$ cat src/rtl/lane_demand_encoder.sv
// Per-lane vehicle demand encoder: synchronises, debounces and edge-detects arrival/departure
// detectors, keeps a saturating queue count per lane and quantises it to a 2-bit demand level.
module lane_demand_encoder #(
  parameter int unsigned QW  = 6,
  parameter int unsigned DEB = 3,
  parameter int unsigned TH1 = 4,
  parameter int unsigned TH2 = 12,
  parameter int unsigned TH3 = 24
) (
  input  logic            clk,
  input  logic            rst,
  input  logic [3:0]      arr,
  input  logic [3:0]      dep,
  output logic [1:0]      Sa,
  output logic [1:0]      Sb,
  output logic [1:0]      Sc,
  output logic [1:0]      Sd,
  output logic [4*QW-1:0] q_count,
  output logic [3:0]      q_ovf
);

  localparam int unsigned NCH   = 8;
  localparam int unsigned NLANE = 4;
  localparam int unsigned DCW   = (DEB > 1) ? $clog2(DEB) : 1;
  localparam logic [QW-1:0] QMAX = {QW{1'b1}};

  // channels 0..3 are arrivals A..D, channels 4..7 are departures A..D
  logic [NCH-1:0] raw;
  logic [NCH-1:0] s1;
  logic [NCH-1:0] s2;
  logic [NCH-1:0] filt;
  logic [NCH-1:0] ev;
  logic [DCW-1:0] dcnt [NCH];
  logic [QW-1:0]  q    [NLANE];
  logic [1:0]     lvl  [NLANE];

  assign raw = {dep, arr};

  function automatic logic [1:0] quantise(input logic [QW-1:0] c);
    if (c < QW'(TH1))      return 2'd0;
    else if (c < QW'(TH2)) return 2'd1;
    else if (c < QW'(TH3)) return 2'd2;
    else                   return 2'd3;
  endfunction

  always_ff @(posedge clk or posedge rst) begin : sync
    if (rst) begin
      s1 <= '0;
      s2 <= '0;
    end else begin
      s1 <= raw;
      s2 <= s1;
    end
  end

  // A level is accepted after DEB consecutive mismatching samples; ev marks accepted rises only
  always_ff @(posedge clk or posedge rst) begin : debounce
    if (rst) begin
      filt <= '0;
      ev   <= '0;
      for (int i = 0; i < NCH; i++) dcnt[i] <= '0;
    end else begin
      for (int i = 0; i < NCH; i++) begin
        ev[i] <= 1'b0;
        if (s2[i] == filt[i]) begin
          dcnt[i] <= '0;
        end else if (dcnt[i] < DCW'(DEB - 1)) begin
          dcnt[i] <= dcnt[i] + DCW'(1);
        end else begin
          filt[i] <= s2[i];
          dcnt[i] <= '0;
          ev[i]   <= s2[i];
        end
      end
    end
  end

  // Saturating queue; simultaneous arrival and departure cancel out
  always_ff @(posedge clk or posedge rst) begin : queue
    if (rst) begin
      q_ovf <= '0;
      for (int i = 0; i < NLANE; i++) q[i] <= '0;
    end else begin
      for (int i = 0; i < NLANE; i++) begin
        if (ev[i] && !ev[i+4]) begin
          if (q[i] == QMAX) q_ovf[i] <= 1'b1;
          else              q[i]     <= q[i] + QW'(1);
        end else if (ev[i+4] && !ev[i]) begin
          if (q[i] != '0) q[i] <= q[i] - QW'(1);
        end
      end
    end
  end

  always_ff @(posedge clk or posedge rst) begin : quant
    if (rst) begin
      for (int i = 0; i < NLANE; i++) lvl[i] <= '0;
    end else begin
      for (int i = 0; i < NLANE; i++) lvl[i] <= quantise(q[i]);
    end
  end

  for (genvar g = 0; g < NLANE; g++) begin : g_cnt
    assign q_count[g*QW +: QW] = q[g];
  end

  assign Sa = lvl[0];
  assign Sb = lvl[1];
  assign Sc = lvl[2];
  assign Sd = lvl[3];

endmodule

$ cat config.mk
export PLATFORM = sky130hd
export DESIGN_NAME = lane_demand_encoder
export DESIGN_NICKNAME = d
export VERILOG_FILES = /design/src/rtl/lane_demand_encoder.sv
export SDC_FILE = /design/constraint.sdc
export NUM_CORES = 1
export LEC_CHECK = 0
export ABC_CLOCK_PERIOD_IN_PS = 5100
export BUFFER_PORTS_ARGS = -buffer_cell sky130_fd_sc_hd__buf_2
export CAP_MARGIN = 40
export CELL_PAD_IN_SITES_DETAIL_PLACEMENT = 1
export CELL_PAD_IN_SITES_GLOBAL_PLACEMENT = 2
export CORE_MARGIN = 5
export CORE_UTILIZATION = 42
export CTS_CLUSTER_SIZE = 10
export DETAILED_ROUTE_END_ITERATION = 7
export PLACE_DENSITY_LB_ADDON = 0.1
export REMOVE_ABC_BUFFERS = 1
export SYNTH_ARGS = -nofsm -noshare
export SYNTH_HDL_FRONTEND = slang
export SYNTH_SLANG_ARGS = --single-unit
$ cat constraint.sdc
create_clock -name clk -period 5.1 [get_ports clk]
set_clock_uncertainty 0.05 [all_clocks]
set_input_delay 1.02 -clock clk [delete_from_list [all_inputs] [get_ports clk]]
set_output_delay 1.02 -clock clk [all_outputs]
set_load 0.01 [all_outputs]
==> impl_metrics.yaml, run 1 <==
clock_network:
  clockRootBuffer: "clkbuf_8"
  clkTransAtPathRegs_ns: 0.08
  cts.sinks: 84
  clock_path_buffers: 2
  ctsResizeCount: 0
  hold_buffers: 0
  h-tree-depth: 3
  numCtsBuffers: 9
  cts_tree: "done"
  post_cts_buffers: 0
  clk_latency_ns: 0.34
drt:
  drc: 0
  viasPerCell: 5.229
  route.detailed.wl_per_inst_um: 14.53
  ant_nets: 0
  num_vias: 2484
  drtIter0Drc: 63
  drt-total-wl_mm: 6.904
  first_pass_iters: 4
synthesis:
  synth.avg_cell_area_um2: 12.37
  synth_edf_count: 0
  synth-xor-area-share_pct: 5.999
  ys_ff_latch: 84
  ys_warn_count: 0
  synthArstFlopShare_pct: 100.0
  yosys.area_share.simple_pct: 14.93
  syn_inst: 307
  synth_top_flop_cell: "dfrtp_1"
  ys_types: 38
  yosysSeqAreaShare_pct: 55.37
  synth_area_mm2: 0.003796
  synth_top_family_by_area: "simple AND/OR/NAND/NOR gates"
  synthAdderAreaFrac_pct: 9.031
  synth_mux_area_share_pct: 6.131
  synth-compound-area-share_pct: 7.053
power:
  power.clock.fraction_pct: 15.2
  peakVddDrop_v: 0.0002769
  power_leakage_uw: 0.001961
  power_frac_seq_pct: 42.6
  p_sw_uw: 1047
  p_total_uw: 2734
  power_density_mw_per_mm2: 631.4
  pwr-share-comb_pct: 42.2
  intPower_uw: 1687
  switching_share_pct: 38.29
global_routing:
  grt-ovfl-total: 0
  antenna_found_initial: 0
  grt_pass1_vias: 2667
  grtUsageTotal_pct: 13.41
  grt_pass1_wl_mm: 12.30
  grt_max_degree: 46
place:
  placed_cells: 460
  hpwl_mm: 5.065
  portBuffers: 45
  place_congestion: 0.7342
floorplanning:
  num_rows: 34
  die_y_um: 105.1
  coreArea_mm2: 0.008763
  dieWidth_um: 105.1
  io_pins: 46
  dieArea_mm2: 0.01104
  start_util_pct: 43.32
layout:
  nets: 398
  final_cells: 475
  area_delta_synth_final_pct: 14.07
  final_util_pct: 49.41
  n_antenna_cell: 0
  drive_above_1_share_pct: 20.71
sta:
  max_slew_margin_pct: 56.45
  fin_crit_sh_pct: 44.39
  hold_ws_ns: 0.2895
  fmax_mhz: 441.7
  maxSlewViolCount: 0
  fin_crit_ns: 2.264
  fin_tns_setup_ns: 0
  setup_viol: 0
  final_hold_viol_count: 0
  rsz0062_at_grt: "false"
  max_slew.worst_pin.slew_ns: 0.6525
flow_run:
  cap_violations: 0
worst_setup_path:
  cp_max_fo: 7
  critPathKind: "reg -> reg"
  reg2reg_depth: 9
  cp.arrival_ns: 2.45
  end_kind: "register"
  critPathLaunchType: "register"
  cp.required_ns: 5.28
status:
  status: "finished, final reports clean"
hold_path:
  whs_path_depth: 0
  hp-class: "reg -> reg"
==> per-stage QoR <==
stage | area [um^2] | setup slack (ns)
floorplan | 3792 | 1.865
global placement | 4161 | 2.868
detailed placement | 4161 | 2.810
CTS | 4330 | 2.817
global route | 4330 | 2.674
finish | 4330 | 2.836
==> critical path, stage by stage, from the launching register on <==
cell,delay [ns]
dfrtp_1,0.36
inv_1,0.05
ha_1,0.30
inv_1,0.20
ha_1,0.38
nand2_1,0.06
o21ai_1,0.23
mux2i_1,0.22
o2111ai_1,0.14
xnor2_1,0.16
==> path summary, 6_finish.rpt <==
path | start | to | slack [ns]
hold / removal | s1[3]$_DFF_PP0_ | s2[3]$_DFF_PP0_ | 0.29
max in group asynchronous | rst | dcnt[15]$_DFF_PP0_ | 3.32
setup / recovery | ev[6]$_DFF_PP0_ | q_count[17]$_DFFE_PP0P_ | 2.84
setup reg to reg | ev[6]$_DFF_PP0_ | q_count[17]$_DFFE_PP0P_ | 2.84
hold reg to reg | s1[3]$_DFF_PP0_ | s2[3]$_DFF_PP0_ | 0.29
min in group asynchronous | rst | s1[2]$_DFF_PP0_ | 0.69
==> layout by cell type, fill, tap and decap left out, types with 2 or more instances in the layout <==
master      n
dfrtp_1    84
buf_2      45
xnor2_1    25
ha_1       21
a21oi_1    18
nor3_1     17
inv_1      13
nor2_1     12
clkbuf_8   11
nand2_1    10
mux2_1     10
nor2b_1     9
nor3b_1     8
and3b_1     8
mux2_2      8
a21o_1      6
nand3_1     4
nand2b_1    4
o31ai_1     4
o21ai_1     4
or2_1       4
fa_1        4
nand4_1     3
nor3_2      3
clkinv_2    3
o21ai_0     3
mux2i_1     3
and3_1      2
a211o_1     2
or4_4       2
o22ai_1     2
or3_1       2
o2111ai_1   2
a31oi_1     2
clkbuf_1    2
==> synth_stat cells, types with 4 or more instances <==
cell / count / share of area [%]
a21oi_1: 18 / 2.4
dfrtp_1: 84 / 55
nand2b_1: 4 / 0.66
nor3b_1: 8 / 1.6
and3b_1: 8 / 1.8
a21o_1: 6 / 1.2
xnor2_1: 25 / 5.8
nand3_1: 4 / 0.53
mux2_1: 10 / 3.0
fa_1: 4 / 2.1
nor2_1: 12 / 1.2
nand2_1: 10 / 0.99
nor2b_1: 9 / 1.5
o31ai_1: 4 / 0.79
inv_1: 14 / 1.4
mux2_2: 8 / 2.4
nor3_1: 17 / 2.2
ha_1: 21 / 6.9
or2_1: 4 / 0.66
o21ai_1: 4 / 0.53
==> registers in the layout (all words and copies together) (netlist names) <==
| name | count |
|---|---|
| q_ovf | 4 |
| q_count | 24 |
| Sb | 2 |
| ev | 8 |
| s1 | 8 |
| Sa | 2 |
| dcnt | 16 |
| Sc | 2 |
| filt | 8 |
| Sd | 2 |
| s2 | 8 |
==> per-layer routing <==
metal,routed length [um],up-vias,GRT usage (%)
met5,0,-,0
met4,47,0,4.384
met3,269,4,3.822
met2,3445,39,22.44
met1,3142,1246,16.75
li1,-,1195,-
==> kinds of logic after synthesis <==
logic type,count (synthesis)
XOR/XNOR,26
flip-flops,84
AND/OR/NAND/NOR,92
AO/OA/AOI/OAI,44
buffers and inverters,15
adder cells (fa/ha/maj),25
multiplexers,21
==> layout make-up <==
type                       count  area, um^2
fill                         944        4433
sequential                    84        2102
multi-input combinational    208        1638
timing repair buffer          46       232.7
clock buffer                  13       158.9
tap                          108       135.1
inverter                      14       53.80
clock inverter                 2       10.01
==> power groups by stage <==
| stage | clock, uW | sequential, uW | combinational, uW |
|---|---|---|---|
| after floorplan | 0 | 1180 | 817 |
| after global placement | 0 | 1170 | 1130 |
| after detailed placement | 0 | 1190 | 1170 |
| after CTS | 434 | 1170 | 1180 |
| after global routing | 466 | 1210 | 1300 |
| final | 416 | 1160 | 1150 |
(Power assumes the default switching activity.)
==> run 2, diff against run 1 <==
--- a/config.mk
+++ b/config.mk
@@ -5,13 +5,14 @@
 export SDC_FILE = /design/constraint.sdc
 export NUM_CORES = 1
 export LEC_CHECK = 0
-export ABC_CLOCK_PERIOD_IN_PS = 5100
+export ABC_AREA = 1
+export ABC_CLOCK_PERIOD_IN_PS = 2100
 export BUFFER_PORTS_ARGS = -buffer_cell sky130_fd_sc_hd__buf_2
 export CAP_MARGIN = 40
 export CELL_PAD_IN_SITES_DETAIL_PLACEMENT = 1
 export CELL_PAD_IN_SITES_GLOBAL_PLACEMENT = 2
 export CORE_MARGIN = 5
-export CORE_UTILIZATION = 42
+export CORE_UTILIZATION = 36
 export CTS_CLUSTER_SIZE = 10
 export DETAILED_ROUTE_END_ITERATION = 7
 export PLACE_DENSITY_LB_ADDON = 0.1
==> constraint.sdc (replaced) <==
create_clock -name clk -period 2.1 [get_ports clk]
set_clock_uncertainty 0.05 [all_clocks]
set_input_delay 0.42 -clock clk [delete_from_list [all_inputs] [get_ports clk]]
set_output_delay 0.42 -clock clk [all_outputs]
set_load 0.01 [all_outputs]
==> run 2 against run 1 <==
Effect of this change: cell area rose by 7.1%; final cell count rose by 37%; critical endpoint is now q_count[5]$_DFFE_PP0P_; wire length rose by 24%; largest power group is now combinational cells.
==> impl_metrics.yaml, run 2 <==
synthesis:
  ys_ff_latch: 84
  synthDominantCellAreaShare_pct: 52.53
  yosys.area.top_type: "dfrtp_1"
  yosysSeqAreaShare_pct: 52.53
  synth.avg_cell_area_um2: 8.892
  synth_area_mm2: 0.004001
  synth_commonest_cells: "nand2_1, dfrtp_1, inv_1, nor2_1"
  synthArstFlopShare_pct: 100.0
  syn_inst: 450
  synth_area_leaders: "dfrtp_1, nand2_1, ha_1"
  ys_types: 25
  synth_most_common_cell: "nand2_1"
  synth_edf_count: 0
  synth_top_flop_cell: "dfrtp_1"
  ys_warn_count: 0
power:
  p_sw_uw: 2968
  intPower_uw: 3929
  peakVddDrop_v: 0.0005365
  power.clock.fraction_pct: 17.1
  pwr-share-comb_pct: 44.1
  power_frac_seq_pct: 38.8
  p_total_uw: 6898
  power_leakage_uw: 0.002453
  power_density_mw_per_mm2: 1487
  switching_share_pct: 43.03
status:
  status: "finished, final reports clean"
layout:
  largest_reg_flops: 24
  layout_commonest_cell: "nand2_1"
  drive_above_1_share_pct: 16.41
  area_delta_synth_final_pct: 15.92
  final_util_pct: 42.60
  final_cell_mix: "nand2_1, dfrtp_1, inv_1, buf_2, nor2_1"
  n_antenna_cell: 0
  nets: 543
  nFillCells: 1311
drt:
  route.met2.wl_mm: 3.919
  route.detailed.wl_per_inst_um: 13.10
  first_pass_iters: 4
  drc: 0
  ant_nets: 0
  num_vias: 3040
  drtIter0Drc: 114
  wl_met3_um: 297
  met1Wirelength_mm: 4.225
  drt-total-wl_mm: 8.543
  top_layer_used: "met4"
  viasPerCell: 4.663
floorplanning:
  start_util_pct: 36.75
  dieArea_mm2: 0.01332
  die_y_um: 115.4
  io_pins: 46
  dieWidth_um: 115.4
  coreArea_mm2: 0.01089
  num_rows: 38
sta:
  fin_crit_sh_pct: 88.15
  fin_ws_ns: 0.2488
  fin_crit_ns: 1.851
  max_slew_margin_pct: 64.45
  final_hold_viol_count: 0
  max_slew.worst_pin.slew_ns: 0.5327
  maxSlewViolCount: 0
  setup_viol: 0
  fmax_mhz: 540.2
  rsz0062_at_grt: "false"
global_routing:
  antenna_found_initial: 0
  grt_pass1_vias: 3250
  grt_pass1_wl_mm: 15.15
  grtUsageTotal_pct: 14.18
  grt-ovfl-total: 0
  grt_max_degree: 35
place:
  pre_cts_slack_ns: 0.2585
  place_congestion: 0.7557
  portBuffers: 45
  hpwl_mm: 6.451
worst_setup_path:
  cp.arrival_ns: 2.05
  critPathKind: "reg -> reg"
  r2r_slack_ns: 0.25
  cp.required_ns: 2.30
  end_kind: "register"
  critPathLaunchType: "register"
  cp_max_fo: 6
clock_network:
  cts.sinks: 84
  numCtsBuffers: 9
  ctsResizeCount: 0
  cts_tree: "done"
  h-tree-depth: 3
  hold_buffers: 0
  post_cts_buffers: 0
  clock_path_buffers: 2
  clk_latency_ns: 0.36
  clockRootBuffer: "clkbuf_8"
  clkTransAtPathRegs_ns: 0.10
flow_run:
  cap_violations: 0
hold_path:
  hp-class: "in -> async"
[run 2: cell count changes after synthesis, moves of 10 or more]
cell     previous run  this run
nand3_1             4        21
xnor2_1            25         9
nor2_1             12        38
inv_1              14        52
mux2_1             10         0
nand2_1            10       150
[run 2: power by group through the flow]
stage / logic (uW) / clock network (uW) / registers [uW]
2_1_floorplan: 2110 / 0 / 2710
3_3_place_gp: 3020 / 0 / 2690
3_5_place_dp: 3110 / 0 / 2710
4_1_cts: 3120 / 1250 / 2690
5_1_grt: 3570 / 1300 / 2770
6_report: 3040 / 1180 / 2670
[run 2: cell type report]
type | count | area [um^2] | share of cell area [%]
Clock inverter | 6 | 71.32 | 1.538
Timing Repair Buffer | 47 | 265.3 | 5.719
Multi-Input combinational cell | 310 | 1689 | 36.42
Sequential cell | 84 | 2102 | 45.32
Inverter | 56 | 211.5 | 4.559
Clock buffer | 9 | 123.9 | 2.671
Tap cell | 140 | 175.2 | 3.777
[run 2: cells by family (layout without fill, tap and decap cells)]
family / Yosys count / count (layout) / synth area share (%)
compound gates: 27 / 27 / 3.627
flops: 84 / 84 / 52.53
buf+inv: 56 / 118 / 5.253
xor+xnor: 17 / 17 / 3.721
simple gates: 241 / 241 / 26.30
fa+ha+maj: 25 / 25 / 8.568
[run 2: path summary, 6_finish.rpt]
kind                                 startpoint                endpoint  cells past startpoint
worst max-delay path            ev[4]$_DFF_PP0_  q_count[5]$_DFFE_PP0P_                     11
worst min-delay path                        rst         Sa[0]$_DFF_PP0_                      2
worst max register to register  ev[4]$_DFF_PP0_  q_count[5]$_DFFE_PP0P_                     11
worst min register to register  s1[0]$_DFF_PP0_         s2[0]$_DFF_PP0_                      0
max in group asynchronous                   rst         s1[7]$_DFF_PP0_                      3
min in group clk                         arr[2]         s1[2]$_DFF_PP0_                      1
[run 2: layer usage]
| layer | vias up | track usage [%] |
|---|---|---|
| met5 | - | 0 |
| li1 | 1524 | - |
| met3 | 9 | 3.185 |
| met4 | 0 | 4.695 |
| met1 | 1471 | 19.09 |
| met2 | 36 | 22.80 |
[run 2: critical path: stages, from the launching register on]
cell and delay, ns:
dfrtp_1 0.37, inv_1 0.05, ha_1 0.23, inv_1 0.16
ha_1 0.38, nand2_1 0.09, nor2_1 0.10, nand2_1 0.08
nand3_1 0.08, nand2_1 0.05, nand3_1 0.07, nand2_1 0.05
[run 2: per-stage QoR]
stage	cells	hold WS, ns	instance area, um^2	TNS [ns]
2_1_floorplan	450	0.2812	4001	-44.95
3_3_place_gp	637	0.2828	4443	0
3_5_place_dp	637	0.2856	4443	0
4_1_cts	652	0.01463	4638	0
5_1_grt	652	0.04473	4638	0
6_report	652	0.02437	4638	0
==> run 3, diff against run 2 <==
--- a/config.mk
+++ b/config.mk
@@ -5,14 +5,13 @@
 export SDC_FILE = /design/constraint.sdc
 export NUM_CORES = 1
 export LEC_CHECK = 0
-export ABC_AREA = 1
 export ABC_CLOCK_PERIOD_IN_PS = 2100
 export BUFFER_PORTS_ARGS = -buffer_cell sky130_fd_sc_hd__buf_2
 export CAP_MARGIN = 40
 export CELL_PAD_IN_SITES_DETAIL_PLACEMENT = 1
 export CELL_PAD_IN_SITES_GLOBAL_PLACEMENT = 2
 export CORE_MARGIN = 5
-export CORE_UTILIZATION = 36
+export CORE_UTILIZATION = 39
 export CTS_CLUSTER_SIZE = 10
 export DETAILED_ROUTE_END_ITERATION = 7
 export PLACE_DENSITY_LB_ADDON = 0.1
==> run 3 against run 2 <==
Effect of this change: critical path depth down 3; final cell count fell by 21%; cell area decreased by 1.8%; first-iteration DRC count fell by 69%; clock-buffer cell count up 3; clock power fell by 8%; utilization up 4.6 points; global-route usage fell by 0.66 points; largest cell class unchanged; highest routed layer unchanged.
==> impl_metrics.yaml, run 3 (synthesis results as in run 1) <==
status:
  status: "finished, final reports clean"
floorplanning:
  coreArea_mm2: 0.009639
  die_y_um: 108.7
  io_pins: 46
  dieWidth_um: 108.7
  num_rows: 36
  start_util_pct: 39.38
  dieArea_mm2: 0.01181
sta:
  fin_ws_ns: 0.1122
  setup_viol: 0
  rsz0062_at_grt: "false"
  fin_crit_ns: 1.988
  fmax_mhz: 503.1
  max_slew_margin_pct: 65.39
  maxSlewViolCount: 0
  fin_crit_sh_pct: 94.66
  max_slew.worst_pin.slew_ns: 0.5163
  hold_ws_ns: 0.1228
  final_hold_viol_count: 0
place:
  hpwl_mm: 5.312
  place_congestion: 0.7807
  portBuffers: 45
  pre_cts_slack_ns: 0.03898
drt:
  first_pass_iters: 3
  drt-total-wl_mm: 7.304
  viasPerCell: 4.928
  drc: 0
  drtIter0Drc: 35
  num_vias: 2523
  route.detailed.wl_per_inst_um: 14.27
  ant_nets: 0
clock_network:
  clock_path_buffers: 2
  cts.sinks: 84
  numCtsBuffers: 9
  clk_latency_ns: 0.35
  h-tree-depth: 3
  cts_tree: "done"
  clockRootBuffer: "clkbuf_8"
  clkTransAtPathRegs_ns: 0.08
worst_setup_path:
  cp.required_ns: 2.28
  critPathKind: "reg -> reg"
  end_kind: "register"
  cp_max_fo: 7
  critPathLaunchType: "register"
  cp.arrival_ns: 2.17
  reg2reg_depth: 8
layout:
  nFillCells: 1063
  largest_reg_flops: 24
  final_cell_mix: "dfrtp_1, buf_2, xnor2_1, nor3_1, ha_1"
  area_delta_synth_final_pct: 19.97
  nets: 411
  drive_above_1_share_pct: 26.65
  layout_commonest_cell: "dfrtp_1"
  n_antenna_cell: 0
flow_run:
  cap_violations: 0
global_routing:
  grt_pass1_vias: 2730
  grt_pass1_wl_mm: 12.61
  grt-ovfl-total: 0
  antenna_found_initial: 0
  grt_max_degree: 56
  grtUsageTotal_pct: 13.53
power:
  p_total_uw: 6995
  power_density_mw_per_mm2: 1536
  power_leakage_uw: 0.002031
  peakVddDrop_v: 0.0006612
hold_path:
  whs_path_depth: 1
  hp-class: "in -> reg"
run 3: cell count changes in the layout (fill, tap and decap cells not counted), sizes merged, moves of 9 or more:
| cell | delta |
|---|---|
| buf | +11 |
| inv | -45 |
| mux2 | +18 |
| nand2 | -145 |
| nand3 | -19 |
| nor2 | -28 |
| nor2b | +9 |
| xnor2 | +16 |
run 3: path summary, 6_finish.rpt:
check	startpoint	end	slack [ns]
max	ev[7]$_DFF_PP0_	q_count[22]$_DFFE_PP0P_	0.11
min	arr[3]	s1[3]$_DFF_PP0_	0.12
max reg2reg	ev[7]$_DFF_PP0_	q_count[22]$_DFFE_PP0P_	0.11
min reg2reg	s1[5]$_DFF_PP0_	s2[5]$_DFF_PP0_	0.30
max in group asynchronous	rst	ev[6]$_DFF_PP0_	0.96
min in group asynchronous	rst	Sb[0]$_DFF_PP0_	0.48
run 3: what timing repair did:
action / 4_1_cts / 5_1_grt
setup buffers: 0 / 0
hold endpoints to repair: 11 / 0
setup endpoints to repair: 0 / 7
resized for setup: 0 / 17
hold buffers: 1 / 0
run 3: metal layers:
metal	track usage [%]	part of all wire, %
met3	2.546	2.5
met2	23.26	51
met5	0	0
met4	5.861	1.5
met1	16.60	45
run 3: per-stage QoR:
| stage | setup TNS [ns] | utilization [%] | cells | instance area, um^2 |
|---|---|---|---|---|
| floorplan | -44.95 | - | 306 | 3792 |
| global placement | 0 | 44.56 | 497 | 4295 |
| detailed placement | 0 | 44.56 | 497 | 4295 |
| CTS | 0 | 46.46 | 512 | 4478 |
| global route | 0 | 47.25 | 512 | 4554 |
| finish | 0 | 47.25 | 512 | 4554 |
run 3: where the power goes:
part           total [uW]  leakage, uW  switching, uW  internal, uW
logic                3160     0.000920           1520          1640
registers            2750      0.00103            574          2180
clock network        1080    0.0000825            542           539
run 3: final cells by class:
cell class	count	area (um^2)	area share, %
clock buffers	12	135.1	2.967
clock inverters	2	37.54	0.8242
inverters	14	56.30	1.236
multi-input cells	208	1712	37.58
flip-flops and latches	84	2102	46.15
well taps	133	166.4	3.654
repair buffers	59	345.3	7.582
run 3: critical path, cell delays in order, from the launching register on:
cell and delay (ns):
dfrtp_1 0.37, inv_1 0.05, ha_2 0.19, inv_4 0.07, fa_1 0.41, a21o_1 0.19, a21oi_1 0.18, xnor2_1 0.08
mux2_1 0.28
